$ cat src/rtl/pc_seq_pkg.sv
// Shared types for the program-counter sequencer: FSM states and fault causes.
// Fault cause is kept for debug visibility; it never leaves the block as a port.
package pc_seq_pkg;

  localparam int SIZE_DEFAULT = 32;
  localparam int ADDR_W       = $clog2(SIZE_DEFAULT);

  typedef enum logic [1:0] {
    BOOT,
    RUN,
    HALT
  } state_e;

  typedef enum logic [2:0] {
    NONE,
    BAD_TARGET,
    CONFLICT,
    OVERFLOW,
    UNDERFLOW
  } faultCause_e;

endpackage

$ cat src/rtl/pc_sequencer_call_stack.sv
// LIFO of return addresses for the sequencer's hardware call/return stack.
// Push on a full stack and pop on an empty stack are ignored; the parent faults first.
module call_stack #(
  parameter int DEPTH = 4,
  parameter int WIDTH = 5
) (
  input  logic             clk,
  input  logic             reset,
  input  logic             push_i,
  input  logic             pop_i,
  input  logic [WIDTH-1:0] data_i,
  output logic [WIDTH-1:0] top_o,
  output logic             full_o,
  output logic             empty_o
);

  localparam int PW = $clog2(DEPTH + 1);

  logic [PW-1:0]    ptr_q;
  logic [WIDTH-1:0] mem_q [DEPTH];

  assign full_o  = (ptr_q == PW'(DEPTH));
  assign empty_o = (ptr_q == '0);

  always_ff @(posedge clk) begin
    if (!reset) begin
      ptr_q <= '0;
    end else if (push_i && !full_o) begin
      ptr_q <= ptr_q + PW'(1);
    end else if (pop_i && !empty_o) begin
      ptr_q <= ptr_q - PW'(1);
    end
  end

  // Entry storage needs no reset: the pointer alone defines what is valid.
  always_ff @(posedge clk) begin
    for (int i = 0; i < DEPTH; i++) begin
      if (push_i && !full_o && (ptr_q == PW'(i))) begin
        mem_q[i] <= data_i;
      end
    end
  end

  always_comb begin
    top_o = '0;
    for (int i = 0; i < DEPTH; i++) begin
      if (ptr_q == PW'(i + 1)) begin
        top_o = mem_q[i];
      end
    end
  end

endmodule

$ cat src/rtl/pc_sequencer.sv
// Program-counter stage driving the fetch controller: increment, stall, jump, halt.
// Define CALL_STACK_EN to add the hardware call/return stack (call_stack sub-module).
module pc_sequencer
  import pc_seq_pkg::*;
#(
  parameter int SIZE        = SIZE_DEFAULT,
  parameter int STACK_DEPTH = 4
) (
  input  logic                     clk,
  input  logic                     reset,
  input  logic                     stall_i,
  input  logic                     jump_i,
  input  logic                     call_i,
  input  logic                     ret_i,
  input  logic                     halt_i,
  input  logic [$clog2(SIZE)-1:0]  target_i,
  output logic [$clog2(SIZE)-1:0]  pc_o,
  output logic                     pc_valid_o,
  output logic                     halted_o,
  output logic                     fault_o
);

  localparam int AW = $clog2(SIZE);

  state_e      state_q, state_d;
  logic [AW-1:0] pc_q, pc_d;
  logic        fault_q, fault_d;
  faultCause_e cause;

  logic          badTarget;
  logic [AW-1:0] pcInc;
  logic          retReq;
  logic          stackPush, stackPop, stackFull, stackEmpty;
  logic [AW-1:0] stackTop;

  // Wrap is an explicit compare so non-power-of-two depths work.
  assign pcInc     = (pc_q == AW'(SIZE - 1)) ? '0 : pc_q + AW'(1);
  assign badTarget = (int'(target_i) >= SIZE);

`ifdef CALL_STACK_EN
  assign retReq = ret_i;

  call_stack #(
    .DEPTH (STACK_DEPTH),
    .WIDTH (AW)
  ) u_call_stack (
    .clk     (clk),
    .reset   (reset),
    .push_i  (stackPush),
    .pop_i   (stackPop),
    .data_i  (pcInc),
    .top_o   (stackTop),
    .full_o  (stackFull),
    .empty_o (stackEmpty)
  );
`else
  localparam int unusedDepth = STACK_DEPTH;
  logic unusedStack;

  assign retReq      = 1'b0;
  assign stackFull   = 1'b0;
  assign stackEmpty  = 1'b0;
  assign stackTop    = '0;
  assign unusedStack = ^{stackPush, stackPop, ret_i, unusedDepth[0]};
`endif

  always_comb begin
    cause = NONE;
    if ((jump_i || call_i) && badTarget) begin
      cause = BAD_TARGET;
    end else if (call_i && retReq) begin
      cause = CONFLICT;
    end else if (call_i && stackFull) begin
      cause = OVERFLOW;
    end else if (retReq && stackEmpty) begin
      cause = UNDERFLOW;
    end
  end

  always_ff @(posedge clk) begin
    if (!reset) begin
      state_q <= BOOT;
      pc_q    <= '0;
      fault_q <= 1'b0;
    end else begin
      state_q <= state_d;
      pc_q    <= pc_d;
      fault_q <= fault_d;
    end
  end

  // Redirects sit above stall in the chain, so they override it.
  always_comb begin
    state_d   = state_q;
    pc_d      = pc_q;
    fault_d   = fault_q;
    stackPush = 1'b0;
    stackPop  = 1'b0;
    unique case (state_q)
      BOOT: state_d = RUN;
      RUN: begin
        if (halt_i) begin
          state_d = HALT;
        end else if (cause != NONE) begin
          fault_d = 1'b1;
          state_d = HALT;
        end else if (retReq) begin
          stackPop = 1'b1;
          pc_d     = stackTop;
        end else if (call_i) begin
          stackPush = 1'b1;
          pc_d      = target_i;
        end else if (jump_i) begin
          pc_d = target_i;
        end else if (!stall_i) begin
          pc_d = pcInc;
        end
      end
      HALT: state_d = HALT;
      default: state_d = HALT;
    endcase
  end

  assign pc_o       = pc_q;
  assign pc_valid_o = (state_q == RUN);
  assign halted_o   = (state_q == HALT);
  assign fault_o    = fault_q;

endmodule

$ cat config.mk
export PLATFORM = sky130hd
export DESIGN_NAME = pc_sequencer
export DESIGN_NICKNAME = d
export VERILOG_FILES = /design/src/rtl/pc_seq_pkg.sv /design/src/rtl/pc_sequencer_call_stack.sv /design/src/rtl/pc_sequencer.sv
export SDC_FILE = /design/constraint.sdc
export NUM_CORES = 1
export LEC_CHECK = 0
export ABC_AREA = 1
export CORE_AREA = 4 4 41 43
export DETAILED_ROUTE_END_ITERATION = 10
export DIE_AREA = 0 0 45 47
export DONT_BUFFER_PORTS = 1
export PLACE_DENSITY = 0.54
export SLEW_MARGIN = 20
export SYNTH_ARGS = -nofsm -noshare
export SYNTH_HDL_FRONTEND = slang
export SYNTH_HIERARCHICAL = 1
export SYNTH_SLANG_ARGS = --single-unit
$ cat constraint.sdc
create_clock -name clk -period 1.8 [get_ports clk]
set_clock_uncertainty 0.15 [all_clocks]
set_input_delay 0.45 -clock clk [delete_from_list [all_inputs] [get_ports clk]]
set_output_delay 0.45 -clock clk [all_outputs]
set_load 0.02 [all_outputs]
**Word level (Yosys, flattened, before mapping)**

Cells that the tools add are included.

- Eq/ne operators: 5
- Reductions and logical operators: 2
- Bitwise operators: 1
- $add $sub $neg: 1
- Mux-type cells: 6

Operator list:

| operator | count |
|---|---|
| two-way mux 5 bit | 4 |
| adder 5 x 1 -> 5 bit (second input constant) | 1 |
| == test 5 bit (second input constant) | 1 |
| case mux 2 bit (2 select lines) | 1 |
| != test 3 x 1 -> 1 bit (second input constant) | 1 |
| AND reduction 3 bit | 1 |
| == test 2 x 1 -> 1 bit (second input constant) | 1 |
| == test 2 bit (second input constant) | 1 |
| zero test 2 bit | 1 |
| two-way mux 2 bit | 1 |
| != test 2 bit (second input constant) | 1 |
| inverter 1 bit | 1 |

- Output and inout bits: 8
- Flip-flop bits (word level): 7
- Bits of input ports: 12

**Logic depth before layout (Yosys ltp)**

Gate-level depths: netlist (run 1).

- Word-level depth: 5
- Gate-level depth with buffers: 11
- Mapped depth without buffers: 11

**Least setup slack after synthesis (run 1)**

No wires, ideal clock.

- Path kind: register to register
- Start: reg pc_q[0], in the netlist pc_o[0]
- End: reg pc_q[4], in the netlist pc_o[4]
- Buffers on the path: 0
- Required time: 1.534 ns
- Data arrival time: 1.366 ns
- Period minus slack after synthesis: 1.631 ns
- Slack: 0.169 ns
- Cell stages (with the launch flop): 9
- Cell sequence: dfxtp_1 > ha_1 > nand2_1 > nor2_1 > ha_1 > nand2_1 > nand2_1 > o21ai_0 > nor2_1

- Longest elaborated chain between the ends: 5
- Elaborated cells between the ends (all ways): 6
- Those cells by class: add/sub (1); eq/ne (1); mux (4)

Ends and longest elaborated chain:

| what | line | source |
|---|---|---|
| from (decl) | pc_sequencer.sv:26 | `logic [AW-1:0] pc_q, pc_d;` |
| from (signal assigned) | pc_sequencer.sv:87 | `pc_q <= pc_d;` |
| adder 5 x 1 -> 5 bit / == test 5 bit (equally long branches) | pc_sequencer.sv:37 | `assign pcInc = (pc_q == AW'(SIZE - 1)) ? '0 : pc_q + AW'(1);` |
| two-way mux 5 bit * | pc_sequencer.sv:37 |  |
| two-way mux 5 bit * | pc_sequencer.sv:115 | `end else if (!stall_i) begin` |
| two-way mux 5 bit * | pc_sequencer.sv:113 | `end else if (jump_i) begin` |
| two-way mux 5 bit * | pc_sequencer.sv:110 | `end else if (call_i) begin` |

Mark *: on every way between the ends. The rest lies on a longest branch, timed or not. The select of a mux whose other input is x is not followed.
A chain may end at the register's enable or synchronous reset.

**Worst setup path in the final report (run 1)**

- Start: reg state_q[1]
- End: out halted_o

- Longest elaborated chain between the ends: 1

Ends and longest elaborated chain:

| what | line | source |
|---|---|---|
| from (decl) | pc_sequencer.sv:25 | `state_e state_q, state_d;` |
| from (signal assigned) | pc_sequencer.sv:86 | `state_q <= state_d;` |
| == test 2 bit | pc_sequencer.sv:126 | `assign halted_o = (state_q == HALT);` |
| to (decl) | pc_sequencer.sv:19 | `output logic halted_o,` |

Every way passes these cells.

==> run metrics, run 1 <==
outcome=complete, no violations; CTS Buffer Depth=2; vias in the first global route=387; Syn Nets=87; DR pass1 iterations=4; Hold-fix buffers, CTS=0; cells along the critical path=inv_1 -> nor2_1; Post-Synthesis Cells=73; Layout Utilization=about two fifths; Resized Gates After CTS=0; CP max FO=2; RSZ-0062 raised after global routing=false; vias per cell=between 4 and 5; Clock Tree Root=clkbuf_4; Yosys cell types=19; post-route DRC violation count=0; Compound-Gate Fraction of Synth Area=under 10%; Tmin final=approximately 1.5 ns; most frequent cells in the layout=nand2_1, inv_1, nor2_1; period utilization=85.0%; layout cells sized above 1=between 10% and 20%; wire per inst=around 11 um; final net count=between 90 and 100; total grt overflow=0; die height=about 47 um; Horiz. Die Dim=between 40 and 50 um; DR vias=roughly 430; Cell Rows=13; leakage power=just over 0.3 nW; # setup viols final=0; die area=approximately 0.0021 mm^2; Crit Path Category=reg -> out; Final GP Congestion=between 0.7 and 0.8; # diodes=0; Pins Over Slew Limit=0; sequential cell area=~140 um^2; synth warn=6; largest family of logic cells by synthesized area=simple AND/OR/NAND/NOR gates; CTS tree=done; CP Capture Type=output pin; hpwl dp=approximately 830 um; initial antenna violation count=0; maxcap violations=0; final wirelength=roughly 1000 um; CP arrival=around 0.93 ns; area taken by multi-input logic gates=around 280 um^2; f_max=around 650 MHz; P&R area growth vs syn=14.2%; Core ar.=0.00130 mm^2; commonest non-fill, non-tap cell in the layout=nand2_1; endpoints failing hold=0; Synth Area per Inst=approximately 6.5 um^2; largest net degree at the start of global routing=8; 1st-iter DRT viols=8; worst skew pair latency=around 0.25 ns; Slowest cell on crit path=dfxtp_1; Worst EP required=1.20 ns; Design Area, Final=around 540 um^2; CTS H-Tree Depth=1; CTS Buf Count=3; Area after DPL=between 500 and 600 um^2; post-CTS setup buffers=0; Ports=20; Routed Antenna Nets=0; Hold WC Path Type=in -> reg; Max VDD drop=between 0.3 and 0.4 mV; TritonCTS sink count=7; mux cell area share after synthesis=0%; Simple-Gate Fraction of Synth Area=43.7%; first-pass GRT wire length=around 1700 um; GRT Overall Usage=between 10% and 20%; Total Power=about 0.4 mW; post-synthesis xor/xnor area fraction=0%; fillers=about 140; adder-cell share of the synthesized area=roughly 5.3%; slowest stage delay, CP=roughly 0.32 ns; Mapped Area=between 400 and 500 um^2; FF+latch count, synth=7; Fin Setup TNS=0 ns; Starting Density=between 30% and 40%; clk slew on worst S/H paths=0.05 ns; Port Buffers=0; critical path launch point type=flop; register area share after synthesis=between 20% and 30%; PD cells=between 700 and 800 mW/mm^2
[report_power, final]
group	internal [mW]	switching [mW]	total, mW	leakage [nW]
registers	0.167	0.00956	0.177	0.0576
clock network	0.0846	0.0585	0.143	0.0150
logic	0.0318	0.0601	0.0919	0.234
[kinds of logic after synthesis]
logic type | count (synthesis)
simple gates | 41
buf+inv | 15
other cells | 1
flops | 7
fa+ha+maj | 2
compound gates | 7
[stage by stage]
stage	hold WS [ns]	std cells	worst slack (ns)
after floorplan	0.298	73	0.169
after global placement	0.314	91	0.315
after detailed placement	0.320	91	0.294
after CTS	0.157	95	0.250
after global routing	0.163	95	0.149
final	0.168	95	0.271
[flip-flops by register name, indices dropped and copies added (netlist names)]
signal   count
state_q      2
pc_o         5
[critical path: cells and delay by family (launching register included)]
kind	cells	cell delay, ns
buffers and inverters	1	0.06
DFF	1	0.32
and+or+nand+nor	1	0.30
[synth_stat cells]
library cell | instances | area share (%)
nand2_2 | 2 | 2.6
nor3_1 | 1 | 1.1
nor2_4 | 1 | 2.4
buf_4 | 1 | 1.6
inv_1 | 14 | 11
nand3_1 | 3 | 3.2
o21ai_0 | 2 | 2.1
a21oi_2 | 1 | 1.8
ha_1 | 2 | 5.3
nand2_1 | 17 | 13
nor2_8 | 1 | 4.2
nand4_1 | 1 | 1.3
nor2_2 | 1 | 1.3
nand2_4 | 2 | 4.7
dfxtp_1 | 7 | 29
conb_1 | 1 | 0.79
o21ai_1 | 1 | 1.1
a21oi_1 | 3 | 3.2
nor2_1 | 12 | 9.5
[per-layer routing]
metal / vias to the layer above / global-route usage (%) / wire, um
met5: - / 0 / 0
met4: 0 / 1.75 / 0
met3: 0 / 8.05 / 125
met2: 16 / 16.4 / 456
met1: 181 / 14.0 / 463
li1: 231 / - / -
[final cells by class]
class,count,share of cell area [%]
Inverter,14,9.68
Timing Repair Buffer,4,5.53
Sequential cell,7,25.8
Tap cell,15,3.46
Multi-Input combinational cell,51,50.7
Clock buffer,4,4.84
[path summary, 6_finish.rpt]
check / from / to / slack, ns / cells past startpoint
setup reg to reg: pc_o[1] / pc_o[4] / 0.30 / 8
hold reg to reg: state_q[1] / state_q[1] / 0.33 / 2
setup / recovery: state_q[1] / halted_o / 0.27 / 2
hold / removal: reset / pc_o[0] / 0.17 / 2
Power figures use the tool's default switching activity.
==> run 2: changes to the inputs <==
Clock period 1.8 ns to 1.6 ns, I/O delays scaled along.
==> run 2 against run 1 <==
- global-route usage about the same
- highest routed layer is now met4
- via count increased by 2.6%
- clock power increased by 13%
- register-to-register slack got worse by 0.18 ns
- die area unchanged
- cell area increased by 1.8%
- largest power group unchanged
- critical endpoint unchanged
- sequential power increased by 11%
- non-clock buffer count increased by 1
- critical path depth unchanged
- final cell count increased by 1.1%
- utilization increased by 0.77 points
==> run metrics, run 2 (synthesis gave the netlist of run 1 again) <==
outcome=complete, no violations; maxcap violations=0; CTS Buf Count=3; Routed Antenna Nets=0; Crit Path Category=reg -> out; CP arrival=around 0.93 ns; RSZ-0062 raised after global routing=false; Hold WC Path Type=in -> reg; Top delay family on crit path=flip-flops; area taken by multi-input logic gates=~280 um^2; number of buffers and inverters on the critical path=1; setup ws final=0.120 ns; P&R area growth vs syn=16.3%; Tmin final=around 1.5 ns; CTS tree=done; commonest non-fill, non-tap cell in the layout=nand2_1; initial antenna violation count=0; slowest stage delay, CP=between 0.3 and 0.4 ns; final net count=96; Worst R2R Path Depth=8; vias in the first global route=388; Starting Density=around 37%; Core ar.=0.00130 mm^2; Cell Rows=13; Final GP Congestion=approximately 0.7; hpwl dp=~840 um; Horiz. Die Dim=45 um; Slowest cell on crit path=dfxtp_1; DR pass1 iterations=4; post-route DRC violation count=0; endpoints failing hold=0; die height=47 um; Fin Setup TNS=0 ns; TritonCTS sink count=7; DR vias=between 400 and 500; vias per cell=4.57; worst skew pair latency=~0.25 ns; R2R Setup Slk=~0.12 ns; Pins Over Slew Limit=0; 1st-iter DRT viols=6; post-CTS setup buffers=0; Worst EP required=1.05 ns; final wirelength=~1000 um; largest net degree at the start of global routing=8; layout cells sized above 1=~22%; Max VDD drop=a little over 0.3 mV; wire per inst=10.5 um; max reg flops=5; cells along the critical path=inv_1 -> nor2_1; sequential cell area=143 um^2; Hold-fix buffers, CTS=0; fillers=~140; reg2reg start=pc_o[0]; clk slew on worst S/H paths=around 0.050 ns; leakage power=around 0.31 nW; # diodes=0; Min-Delay Path Depth=2; CP Capture Type=output pin; Min-Delay Endpoint=pc_o[0]; # setup viols final=0; Clock Tree Root=clkbuf_4; Resized Gates After CTS=0; CTS Buffer Depth=2; R2R Path End=pc_o[4]; Port Buffers=0; PD cells=around 840 mW/mm^2; total grt overflow=0; CP max FO=2; DP Worst Slack=0.118 ns; period utilization=around 90%; GRT Overall Usage=a little under an eighth; most frequent cells in the layout=nand2_1, inv_1, nor2_1; origin of the worst min-delay path=reset; CTS H-Tree Depth=1; f_max=roughly 680 MHz; first-pass GRT wire length=1630 um; die area=0.00212 mm^2; Ports=20; critical path launch point type=flop
==> run 2: cell types whose count changed in the layout (fill, tap and decap cells not counted), sizes merged <==
| cell | previous run | this run |
|---|---|---|
| buf | 4 | 5 |
==> run 2: cell type report <==
| class | count | area share (%) |
|---|---|---|
| well taps | 15 | 3.39 |
| clock buffers | 4 | 4.75 |
| inverters | 14 | 9.50 |
| repair buffers | 5 | 6.79 |
| flip-flops and latches | 7 | 25.8 |
| multi-input cells | 51 | 49.8 |
==> run 2: metal layers <==
| layer | wire [um] | track usage [%] |
|---|---|---|
| met4 | 36 | 10.5 |
| met5 | 0 | 0 |
| met1 | 436 | 12.0 |
| met3 | 67 | 3.07 |
| met2 | 466 | 18.1 |
==> run 2: worst register-to-register path: cells and delay by family (launching register included) <==
family / cells / cell delay (ns)
AOI/OAI and AO/OA: 1 / 0.15
and+or+nand+nor: 5 / 0.28
DFF: 1 / 0.32
adders and majority gates: 2 / 0.46
==> run 2: power breakdown <==
group / switching [mW] / internal (mW)
Clock: 0.0656 / 0.0952
Sequential: 0.00731 / 0.189
Combinational: 0.0709 / 0.0380
==> run 2: per-stage QoR <==
| step | utilization, % | cells | instance area [um^2] | power [mW] | hold slack [ns] |
|---|---|---|---|---|---|
| after CTS | 42.5 | 96 | 553 | 0.479 | 0.110 |
| after detailed placement | 40.5 | 92 | 527 | 0.310 | 0.322 |
| after floorplan | - | 73 | 478 | 0.285 | 0.298 |
| after global placement | 40.5 | 92 | 527 | 0.309 | 0.316 |
| final | 42.5 | 96 | 553 | 0.466 | 0.118 |
| after global routing | 42.5 | 96 | 553 | 0.501 | 0.114 |
==> run 2: how the worst max path moves through the flow <==
stage | startpoint | endpoint | slack, ns | depth (start not counted)
final | state_q[1] | halted_o | 0.12 | 2
after global routing | pc_o[0] | pc_o[4] | 0.007 | 8
after CTS | state_q[1] | halted_o | 0.1 | 2
after detailed placement | pc_o[0] | pc_o[4] | 0.12 | 8
after global placement | pc_o[0] | pc_o[4] | 0.12 | 8
after floorplan | pc_o[0] | pc_o[4] | 0.08 | 8
